**config.mk**
```make
export PLATFORM = sky130hd
export DESIGN_NAME = cp0_timer_ctrl
export DESIGN_NICKNAME = d
export VERILOG_FILES = /design/src/rtl/cp0_timer_ctrl_pkg.sv /design/src/rtl/cp0_count_timer.sv /design/src/rtl/cp0_timer_ctrl.sv
export SDC_FILE = /design/constraint.sdc
export NUM_CORES = 1
export LEC_CHECK = 0
export CORE_UTILIZATION = 53
export CTS_CLUSTER_DIAMETER = 60
export DETAILED_ROUTE_END_ITERATION = 6
export GPL_ROUTABILITY_DRIVEN = 0
export PLACE_DENSITY = 0.78
export SLEW_MARGIN = 20
export SYNTH_ARGS = -nofsm -noshare
export SYNTH_HDL_FRONTEND = slang
export SYNTH_SLANG_ARGS = --single-unit
```
**constraint.sdc**
```tcl
create_clock -name clk -period 3.1 [get_ports clk]
set_input_delay 0.775 -clock clk [delete_from_list [all_inputs] [get_ports clk]]
set_output_delay 0.775 -clock clk [all_outputs]
set_load 0.01 [all_outputs]
```
**src/rtl/cp0_timer_ctrl_pkg.sv**
```systemverilog
// Shared constants for the CP0 block: register numbers, exception codes
// and SR/Cause bit positions.
package cp0_timer_ctrl_pkg;

    localparam logic [4:0] REG_BADVADDR = 5'd8;
    localparam logic [4:0] REG_COUNT    = 5'd9;
    localparam logic [4:0] REG_COMPARE  = 5'd11;
    localparam logic [4:0] REG_SR       = 5'd12;
    localparam logic [4:0] REG_CAUSE    = 5'd13;
    localparam logic [4:0] REG_EPC      = 5'd14;
    localparam logic [4:0] REG_PRID     = 5'd15;

    localparam logic [4:0] EXC_INT     = 5'd0;
    localparam logic [4:0] EXC_ADEL    = 5'd4;
    localparam logic [4:0] EXC_ADES    = 5'd5;
    localparam logic [4:0] EXC_SYSCALL = 5'd8;
    localparam logic [4:0] EXC_RI      = 5'd10;
    localparam logic [4:0] EXC_OV      = 5'd12;

    localparam int SR_IE      = 0;
    localparam int SR_EXL     = 1;
    localparam int IM_LO      = 8;
    localparam int IM_HI      = 15;
    localparam int IP_LO      = 8;
    localparam int IP_HI      = 15;
    localparam int IP_SW_HI   = 9;
    localparam int CAUSE_BD   = 31;
    localparam int EXCCODE_LO = 2;
    localparam int EXCCODE_HI = 6;

    // Address-error exceptions are the only ones that latch BadVAddr.
    function automatic logic is_addr_exc(input logic [4:0] code);
        return (code == EXC_ADEL) || (code == EXC_ADES);
    endfunction

endpackage

```
**src/rtl/cp0_count_timer.sv**
```systemverilog
// Count/Compare timer: prescaled Count, Compare match, sticky TI flag.
module cp0_count_timer #(
    parameter int COUNT_DIV = 2
) (
    input  logic        clk,
    input  logic        reset,
    input  logic        count_we_i,
    input  logic        compare_we_i,
    input  logic [31:0] wd_i,
    output logic [31:0] count_o,
    output logic [31:0] compare_o,
    output logic        ti_o
);

    localparam logic [3:0] PRESC_MAX = 4'(COUNT_DIV - 1);

    logic [3:0]  presc_q, presc_d;
    logic [31:0] count_q, count_d;
    logic [31:0] compare_q, compare_d;
    logic        ti_q, ti_d;
    logic        tick;

    always_comb begin
        tick      = (presc_q == PRESC_MAX);
        presc_d   = tick ? 4'd0 : presc_q + 4'd1;
        count_d   = tick ? count_q + 32'd1 : count_q;
        compare_d = compare_q;
        ti_d      = ti_q;
        if (tick && ((count_q + 32'd1) == compare_q))
            ti_d = 1'b1;
        // A Count write restarts the prescaler and suppresses this cycle's match.
        if (count_we_i) begin
            presc_d = 4'd0;
            count_d = wd_i;
            ti_d    = ti_q;
        end
        if (compare_we_i) begin
            compare_d = wd_i;
            ti_d      = 1'b0;
        end
    end

    always_ff @(posedge clk) begin
        if (reset) begin
            presc_q   <= 4'd0;
            count_q   <= 32'd0;
            compare_q <= 32'd0;
            ti_q      <= 1'b0;
        end else begin
            presc_q   <= presc_d;
            count_q   <= count_d;
            compare_q <= compare_d;
            ti_q      <= ti_d;
        end
    end

    assign count_o   = count_q;
    assign compare_o = compare_q;
    assign ti_o      = ti_q;

endmodule

```
**src/rtl/cp0_timer_ctrl.sv**
```systemverilog
// Coprocessor 0 beside the M stage: exception/interrupt arbitration,
// SR/Cause/EPC/BadVAddr/PRId and the Count/Compare timer.
module cp0_timer_ctrl
    import cp0_timer_ctrl_pkg::*;
#(
    parameter int          HW_INT_N  = 5,
    parameter int          COUNT_DIV = 2,
    parameter logic [31:0] SR_INIT   = 32'h0000FF11,
    parameter logic [31:0] PRID      = 32'h0001BF52
) (
    input  logic                clk,
    input  logic                reset,
    input  logic [4:0]          addr,
    input  logic                we,
    input  logic [31:0]         wd,
    input  logic [31:0]         pc4_m,
    input  logic [4:0]          exc_code_m,
    input  logic                exc_bd,
    input  logic [31:0]         bad_vaddr_m,
    input  logic                eret,
    input  logic [HW_INT_N-1:0] hw_int,
    output logic                exc_handle,
    output logic [31:0]         epc,
    output logic [31:0]         data_out,
    output logic                timer_irq
);

    logic [31:0] sr_q, sr_d;
    logic [31:0] cause_q, cause_d;
    logic [31:0] epc_q, epc_d;
    logic [31:0] badvaddr_q, badvaddr_d;
    logic [31:0] count, compare;
    logic        ti;
    logic [4:0]  hw_ext;
    logic [7:0]  ip_now;
    logic        irq_pending;
    logic [4:0]  exc_code_rec;
    logic        unused_pc_lsb;

    generate
        for (genvar gi = 0; gi < 5; gi++) begin : g_hw
            if (gi < HW_INT_N) begin : g_used
                assign hw_ext[gi] = hw_int[gi];
            end else begin : g_tied
                assign hw_ext[gi] = 1'b0;
            end
        end
    endgenerate

    assign unused_pc_lsb = ^pc4_m[1:0];

    cp0_count_timer #(.COUNT_DIV(COUNT_DIV)) u_timer (
        .clk          (clk),
        .reset        (reset),
        .count_we_i   (we && (addr == REG_COUNT)),
        .compare_we_i (we && (addr == REG_COMPARE)),
        .wd_i         (wd),
        .count_o      (count),
        .compare_o    (compare),
        .ti_o         (ti)
    );

    assign ip_now       = {ti, hw_ext, cause_q[IP_SW_HI:IP_LO]};
    assign irq_pending  = sr_q[SR_IE] & (|(ip_now & sr_q[IM_HI:IM_LO]));
    assign exc_handle   = ~sr_q[SR_EXL] & (irq_pending | (exc_code_m != EXC_INT));
    assign exc_code_rec = irq_pending ? EXC_INT : exc_code_m;

    always_comb begin
        sr_d                   = sr_q;
        cause_d                = cause_q;
        epc_d                  = epc_q;
        badvaddr_d             = badvaddr_q;
        cause_d[IP_HI:IP_LO]   = ip_now;
        if (exc_handle) begin
            epc_d                          = {pc4_m[31:2], 2'b00} - (exc_bd ? 32'd8 : 32'd4);
            sr_d[SR_EXL]                   = 1'b1;
            cause_d[EXCCODE_HI:EXCCODE_LO] = exc_code_rec;
            cause_d[CAUSE_BD]              = exc_bd;
            if (is_addr_exc(exc_code_rec))
                badvaddr_d = bad_vaddr_m;
        end else if (eret) begin
            sr_d[SR_EXL] = 1'b0;
        end else if (we) begin
            case (addr)
                REG_SR:    sr_d = wd;
                REG_CAUSE: cause_d[IP_SW_HI:IP_LO] = wd[IP_SW_HI:IP_LO];
                REG_EPC:   epc_d = wd;
                default:   ;
            endcase
        end
    end

    always_ff @(posedge clk) begin
        if (reset) begin
            sr_q       <= SR_INIT;
            cause_q    <= 32'd0;
            epc_q      <= 32'd0;
            badvaddr_q <= 32'd0;
        end else begin
            sr_q       <= sr_d;
            cause_q    <= cause_d;
            epc_q      <= epc_d;
            badvaddr_q <= badvaddr_d;
        end
    end

    always_comb begin
        case (addr)
            REG_BADVADDR: data_out = badvaddr_q;
            REG_COUNT:    data_out = count;
            REG_COMPARE:  data_out = compare;
            REG_SR:       data_out = sr_q;
            REG_CAUSE:    data_out = cause_q;
            REG_EPC:      data_out = epc_q;
            REG_PRID:     data_out = PRID;
            default:      data_out = 32'd0;
        endcase
    end

    assign epc       = epc_q;
    assign timer_irq = ti;

endmodule
```
# Word level (Yosys, flattened, before mapping)

Index checks and enable logic that the tools add are counted.

Equal/unequal tests: 12
Bitwise gates (word level): 8
Muxes and demuxes: 13
Reductions and logical operators: 19
Add/sub/neg operators: 3

Operators with widths:

| kind                                                                  | count |
|---|---|
| 32-bit case mux with 7 select lines                                   | 1 |
| 32-bit two-way mux                                                    | 6 |
| 5-bit by 4-bit equality test with 1-bit output, second input constant | 7 |
| 32-bit by 1-bit adder with 32-bit output, second input constant       | 1 |
| 32-bit equality test                                                  | 1 |
| 32-bit by 4-bit subtractor with 32-bit output                         | 1 |
| 5-bit by 3-bit equality test with 1-bit output, second input constant | 2 |
| 8-bit bitwise AND                                                     | 1 |
| 4-bit AND reduction                                                   | 2 |
| 8-bit OR reduction                                                    | 1 |
| 2-bit AND reduction                                                   | 3 |
| 2-bit nonzero test                                                    | 3 |
| 3-bit nonzero test                                                    | 2 |
| 5-bit two-way mux                                                     | 1 |
| 5-bit nonzero test                                                    | 1 |
| 4-bit by 1-bit adder with 4-bit output, second input constant         | 1 |
| 4-bit by 1-bit equality test with 1-bit output, second input constant | 1 |
| 2-bit two-way mux                                                     | 2 |
| 4-bit two-way mux                                                     | 1 |
| 1-bit NOT                                                             | 4 |
| 1-bit logical AND                                                     | 3 |
| 3-bit AND reduction                                                   | 1 |
| 3-bit OR reduction                                                    | 1 |
| 1-bit bitwise AND                                                     | 2 |
| other kinds (5)                                                       | 6 |

Input bits: 116
Output and inout port bits: 66
Register bits after elaboration: 179
Logic and storage cells: 66

# Longest topological paths before layout

Gate-level depths: netlist of run 1.

Depth after elaboration: 7
Gate-level depth with buffers: 10
Gate-level depth less buffers: 10

# By module

From an unflattened synthesis of run 1, not the netlist that was laid out.

Cells, all modules: 1286
Area total of the unflattened synthesis: 11004.3 sq um

By module, submodules not included:

| module          | instances | area an instance (sq um) | sequential area each (sq um) | cells each |
|---|---|---|---|---|
| cp0_timer_ctrl  | 1         | 6757.7                   | 2202.1                       | 779 |
| cp0_count_timer | 1         | 4246.6                   | 1381.3                       | 507 |

# Least setup slack after synthesis of run 1

Ideal clock, no wire load.

Path type: input -> output
From: in hw_int[1]
To: out exc_handle
Setup slack: 0.119 ns
Buffers on the path: 2
Cell stages on the path: 6
Data arrival time: 2.206 ns
Required time: 2.325 ns
Path through: a22o_1 -> o41ai_2 -> a31o_2 -> inv_1 -> clkbuf_1 -> buf_1

Longest elaborated chain between the ends: 5

RTL lines:

| element            | line                 | source |
|---|---|---|
| start: declaration | cp0_timer_ctrl.sv:21 | `input logic [HW_INT_N-1:0] hw_int,` |
| 8-bit bitwise AND  | cp0_timer_ctrl.sv:64 | `assign irq_pending = sr_q[SR_IE] & (\|(ip_now & sr_q[IM_HI:IM_LO]));` |
| 8-bit OR reduction | cp0_timer_ctrl.sv:64 |  |
| 1-bit bitwise AND  | cp0_timer_ctrl.sv:64 |  |
| 1-bit bitwise OR   | cp0_timer_ctrl.sv:65 | `assign exc_handle = ~sr_q[SR_EXL] & (irq_pending \| (exc_code_m != EXC_INT));` |
| 1-bit bitwise AND  | cp0_timer_ctrl.sv:65 |  |
| end: declaration   | cp0_timer_ctrl.sv:22 | `output logic exc_handle,` |

No other way between the ends.

# Worst setup path after layout of run 1

From: in hw_int[3]
To: out exc_handle

Same word-level chain as after synthesis.

==> flow_metrics.tcl, run 1 <==
set metrics [dict create \
    yosysSeqAreaShare_pct 37.02 \
    dp_hpwl_um 25560 \
    htreeDepth 4 \
    switching_power_mw 1.404 \
    p_sw_share_pct 25.85 \
    seqPwrFrac_pct 44.8 \
    synth_area_sq_um 9679 \
    cts_buffers 17 \
    wl_per_cell_um 20.96 \
    syn_inst 1251 \
    final_cell_mix "nand2_1, dfxtp_1, clkdlybuf4s50_1, a21oi_1" \
    antenna_found_initial 0 \
    status "complete, no violations" \
    max_slew.worst_pin.slew_ps 779.5 \
    cts.sinks 179 \
    max_slew_margin_pct 48.03 \
    drive_gt1_share_pct 13.55 \
    finalCritPeriodShare_pct 98.33 \
    ys.flop_type "dfxtp_1" \
    critical_path_class "primary input to primary output" \
    die_h_um 137.1 \
    core_area_sq_um 17900 \
    cp.required_ps 2320 \
    ys_ff_latch 179 \
    cp-end-kind "primary output" \
    area_delta_synth_final_pct 33.49 \
    fmax_ghz 0.3281 \
    drc 0 \
    hold_class "flip-flop to flip-flop" \
    grt_pass1_wl_um 53200 \
    clkLatencyLatePin_ps 440 \
    holdBufCountCts 0 \
    power.density_nw_per_um2 420.3 \
    fin_crit_ps 3048 \
    dp.cells 1647 \
    hold_viol_final 0 \
    power_leakage_nw 4.646 \
    p_int_mw 4.027 \
    clock_power_share_pct 41.8 \
    cp_data_arrival_time_ps 2270 \
    synth_edf_count 0 \
    synth.distinct_cells 54 \
    overflow 0 \
    finalSetupTns_ps 0 \
    clockRootBuffer "clkbuf_16" \
    initial_utilization_pct 54.07 \
    port_buffers 179 \
    synth_fp_nets 1373 \
    drtPass1Iterations 6 \
    ios 182 \
    ant_nets 0 \
    drv_slew 0 \
    num-nets-final 1570 \
    drt_wl_total_um 35430 \
    grt_max_degree 71 \
    clk_pin_slew_ps 70 \
    final_cell_count_no_fill 1690 \
    die_area_sq_um 18810 \
    clockBufferDepth 2 \
    ys_async_sr_fraction_pct 0 \
    finalSetupViolCount 0 \
    rows 49 \
    diodes 0 \
    cts_tree "done" \
    first_iter_violations 1425 \
    avgViaCountPerCell 6.286 \
    syn_area_per_cell_sq_um 7.737 \
    skew_ps 9.891 \
    critPathLaunchType "primary input" \
    peakVddDrop_mv 0.2857 \
    ys_warn_count 0 \
    crit_fanout 2 \
    rsz0062_at_grt "no" \
    die_width_um 137.1 \
    layout_commonest_cell "nand2_1" \
    drv_cap 0 \
    p_comb_share_pct 13.4 \
    grt_pass1_vias 9600 \
    track_usage_pct 37.77 \
    via_count 10620 \
]
per-stage QoR:
stage	total power, mW	hold WS (ps)	instance area (sq um)	utilization, %	worst slack (ps)
2_1_floorplan	2.744	431.6	9679	-	118.5
3_3_place_gp	3.173	442.2	12200	68.14	-660.8
3_5_place_dp	3.183	446.2	12200	68.14	-697.1
4_1_cts	5.411	455.7	12940	72.31	0.5862
5_1_grt	5.555	463.8	12920	72.18	37.95
6_report	5.431	456.6	12920	72.18	51.89
final timing paths:
path | from | endpoint | slack (ps) | cells past startpoint
hold / removal | badvaddr_q[7] | badvaddr_q[7] | 460 | 2
hold reg to reg | badvaddr_q[7] | badvaddr_q[7] | 460 | 2
setup / recovery | hw_int[3] | exc_handle | 50 | 7
setup reg to reg | u_timer.count_o[1] | u_timer.ti_o | 320 | 9
layout make-up:
cell class              instances  area [sq um]
multi-input cells             960          5742
inverters                      10         37.54
repair buffers                280          2656
clock inverters                13         172.7
fillers                      1391          4981
well taps                     229         286.5
flip-flops and latches        179          3583
clock buffers                  19         442.9
cells in the mapped netlist (3+ instances only):
master	count	area share, %
a22o_1	8	0.72
inv_1	10	0.39
dfxtp_1	179	37
nand3b_1	12	0.93
nand2b_1	4	0.26
nor2_1	82	3.2
nor2b_1	23	1.5
a21oi_1	98	5.1
nor3_1	33	1.7
or3_1	17	1.1
mux2i_1	24	2.5
and3_1	6	0.39
nand3_1	32	1.7
or4_1	4	0.31
a211oi_1	66	5.1
buf_2	16	0.83
clkbuf_1	79	3.1
nor4_1	14	0.90
a22oi_1	50	3.9
a222oi_1	16	1.7
a311oi_1	7	0.63
nand2_1	267	10
xor2_1	32	2.9
a31oi_1	6	0.39
o21ai_0	22	1.1
buf_1	5	0.19
nor3b_1	3	0.23
o31ai_1	4	0.31
nand4_1	25	1.6
and4_1	9	0.81
xnor2_1	65	5.9
ha_1	5	0.65
sequential cells by signal, summed over array words and instances (netlist names):
signal	flops
u_timer.presc_q	4
epc	32
u_timer.count_o	32
u_timer.compare_o	32
u_timer.ti_o	1
badvaddr_q	32
sr_q	32
cause_q	14
logic make-up after synthesis:
| family | share of synthesized area, % |
|---|---|
| XOR/XNOR | 8.777 |
| adder cells (fa/ha/maj) | 0.8532 |
| multiplexers | 2.598 |
| AO/OA/AOI/OAI | 20.01 |
| buffers and inverters | 4.602 |
| AND/OR/NAND/NOR | 26.14 |
| flip-flops | 37.02 |
worst max-delay path: stages:
cell and delay (ps):
clkdlybuf4s50_1 420, a22o_1 220, o41ai_2 330, buf_4 210
a31o_4 160, inv_2 40, buf_6 110
per-layer routing:
layer	GRT usage, %	share of wire (%)	routed length [um]	vias to the layer above
met5	0	0	0	-
met4	12.03	2.8	994	0
met3	8.815	12	4367	94
met2	58.42	45	15880	703
met1	51.68	40	14180	4982
li1	-	-	-	4845
repair_timing:
item,4_1_cts,5_1_grt
buffers inserted,7,0
resized for setup,164,14
cloned,4,0
pin swaps,15,10
endpoints found under the setup margin,33,26
power groups by stage:
| stage | clock network (mW) | registers [mW] | logic, mW |
|---|---|---|---|
| floorplan | 0 | 2.47 | 0.274 |
| global placement | 0 | 2.48 | 0.695 |
| detailed placement | 0 | 2.48 | 0.704 |
| CTS | 2.27 | 2.43 | 0.715 |
| global route | 2.35 | 2.44 | 0.765 |
| finish | 2.27 | 2.43 | 0.726 |
(Power assumes the default switching activity.)
==> run 2, diff against run 1 <==
Settings changed: ABC_AREA from default to 1, CORE_UTILIZATION 53 to 54, PLACE_DENSITY 0.78 to 0.79.
==> run 2 against run 1 <==
Compared with the run above: worst setup slack got worse by 24 ps; synthesized cell count rose by 26%; power rose by 1.5%; first-iteration DRC count rose by 11%; critical path depth rose by 2; clock skew fell by 2.5 ps; core utilization rose by 0.48 points; via count rose by 14%; area after synthesis rose by 5.9%; critical endpoint is now data_out[17].
==> flow_metrics.tcl, run 2 <==
set metrics [dict create \
    rows 50 \
    overflow 0 \
    power_leakage_nw 5.330 \
    yosysSeqAreaShare_pct 34.94 \
    fin_crit_ps 3072 \
    dp_slack_ps -725.7 \
    synth_top_area_share_pct 34.94 \
    hold_viol_final 0 \
    clk_pin_slew_ps 70 \
    status "complete, no violations" \
    clockRootBuffer "clkbuf_16" \
    initial_utilization_pct 55.01 \
    first_iter_violations 1587 \
    core_area_sq_um 18640 \
    ys_async_sr_fraction_pct 0 \
    power.density_nw_per_um2 407.1 \
    drv_cap 0 \
    cp_top_family "buffers and inverters" \
    synth_common_cells "nand2_1, nor2_1, dfxtp_1" \
    cts.sinks 179 \
    syn_inst 1574 \
    ys_warn_count 0 \
    cpMaxStageDelayCell "nor3_4" \
    clockBufferDepth 2 \
    drc 0 \
    die_h_um 139.8 \
    clkLatencyLatePin_ps 440 \
    timing.rr.end "badvaddr_q[20]" \
    rr_worst_depth 12 \
    ios 182 \
    finalSetupViolCount 0 \
    critPathMaxStageDelay_ps 270 \
    hold_class "flip-flop to flip-flop" \
    max_slew_margin_pct 48.65 \
    peakVddDrop_mv 0.3372 \
    grt_pass1_vias 11190 \
    synth_most_common_cell "nand2_1" \
    die_area_sq_um 19550 \
    cpMostUsedCell "inv_4" \
    crit_path_cell_trace "clkdlybuf4s15_1 > nand2_2 > nor2_4 > inv_4 > nor3_4 > inv_4 > buf_16 > o221ai_1 > buf_2" \
    hold_start "u_timer.presc_q[0]" \
    cts_tree "done" \
    max_slew.worst_pin.slew_ps 770.3 \
    synth_area_leaders "dfxtp_1, nand2_1, nor2_1" \
    ys_ff_latch 179 \
    hold_depth 1 \
    dp.cells 1983 \
    port_buffers 179 \
    r2r_slack_ps 560 \
    post-route-util_pct 72.66 \
    wl_per_cell_um 19.39 \
    path_buf_inv 5 \
    cp_data_arrival_time_ps 2300 \
    ys.flop_type "dfxtp_1" \
    postPlaceCellArea_sq_um 12740 \
    synth.distinct_cells 46 \
    avgViaCountPerCell 6.025 \
    num-nets-final 1896 \
    dp_hpwl_um 29040 \
    grt_max_degree 65 \
    fmax_ghz 0.3255 \
    critPathLaunchType "primary input" \
    final_cell_count_no_fill 2019 \
    fin_area_sq_um 13550 \
    die_width_um 139.8 \
    grt_pass1_wl_um 60310 \
    antenna_found_initial 0 \
    area_delta_synth_final_pct 32.09 \
    rsz0062_at_grt "yes" \
    synth_area_sq_um 10250 \
    cts_buffers 17 \
    holdPathEnd "u_timer.presc_q[0]" \
    ant_nets 0 \
    syn_area_per_cell_sq_um 6.515 \
    cp.required_ps 2320 \
    finalWorstSetupSlack_ps 27.71 \
    reg2reg_from "u_timer.ti_o" \
    critical_path_class "primary input to primary output" \
    diodes 0 \
    track_usage_pct 40.17 \
    skew_ps 7.435 \
    via_count 12160 \
    holdBufCountCts 0 \
    final_cell_mix "nand2_1, nor2_1, dfxtp_1, inv_1, clkdlybuf4s50_1" \
    synth_fp_nets 1696 \
    cp-end-kind "primary output" \
    drtPass1Iterations 7 \
    layout_commonest_cell "nand2_1" \
    drv_slew 0 \
    crit_fanout 8 \
    synth_edf_count 0 \
    drive_gt1_share_pct 13.00 \
    drt_wl_total_um 39160 \
    synth_top_area_cell "dfxtp_1" \
    htreeDepth 4 \
    finalCritPeriodShare_pct 99.11 \
]
## run 2: logic make-up after synthesis
kind of cell | share of synthesized area (%)
AO/OA/AOI/OAI | 19.86
XOR/XNOR | 3.306
adder cells (fa/ha/maj) | 0.8053
buffers and inverters | 8.980
flip-flops | 34.94
AND/OR/NAND/NOR | 32.10
## run 2: final cells by class
cell class	instances	area, sq um
clock buffer	18	439.2
clock inverter	12	156.4
sequential	179	3583
tap	234	292.8
multi-input combinational	1155	6005
timing repair buffer	259	2450
inverter	162	619.3
fill	1464	5097
## run 2: what timing repair did
item | 4_1_cts | 5_1_grt
endpoints found under the setup margin | 33 | 32
pin swaps | 13 | 9
buffers inserted | 2 | 0
cloned | 3 | 1
gates resized for setup | 168 | 29
## run 2: layer usage
layer | track usage (%) | routed length (um) | vias to the layer above
met3 | 11.87 | 5087 | 114
met4 | 18.51 | 1554 | 0
li1 | - | - | 5663
met2 | 61.34 | 17300 | 850
met1 | 52.03 | 15220 | 5537
met5 | 0 | 0 | -
## run 2: through the flow
step                      setup TNS (ps)  power, mW  hold slack, ps
after global placement            -21030      3.260           449.4
after detailed placement          -24220      3.270           466.9
after floorplan                        0      2.807           433.4
after CTS                        -0.8431      5.461           484.6
after global routing              -5.934      5.661           509.7
final                                  0      5.515           481.5
## run 2: power breakdown
group,internal (mW),switching (mW),leakage [nW]
Sequential,2.36,0.0597,1.45
Combinational,0.360,0.480,3.60
Clock,1.28,0.970,0.281
## run 2: worst max path at each step
stage                     startpoint            to  cells past startpoint
final                        addr[3]  data_out[17]                      9
after global routing         addr[3]  data_out[13]                     11
after CTS                    addr[2]  data_out[21]                     10
after detailed placement     addr[3]   data_out[5]                     11
after global placement       addr[0]   data_out[4]                     10
after floorplan              addr[0]  data_out[10]                     10
## run 2: worst reg2reg max path: cells and delay by family, from the launching register on
family | cells | cell delay (ps)
DFF | 1 | 330
and+or+nand+nor | 6 | 860
AOI/OAI and AO/OA | 2 | 430
buffers and inverters | 4 | 820
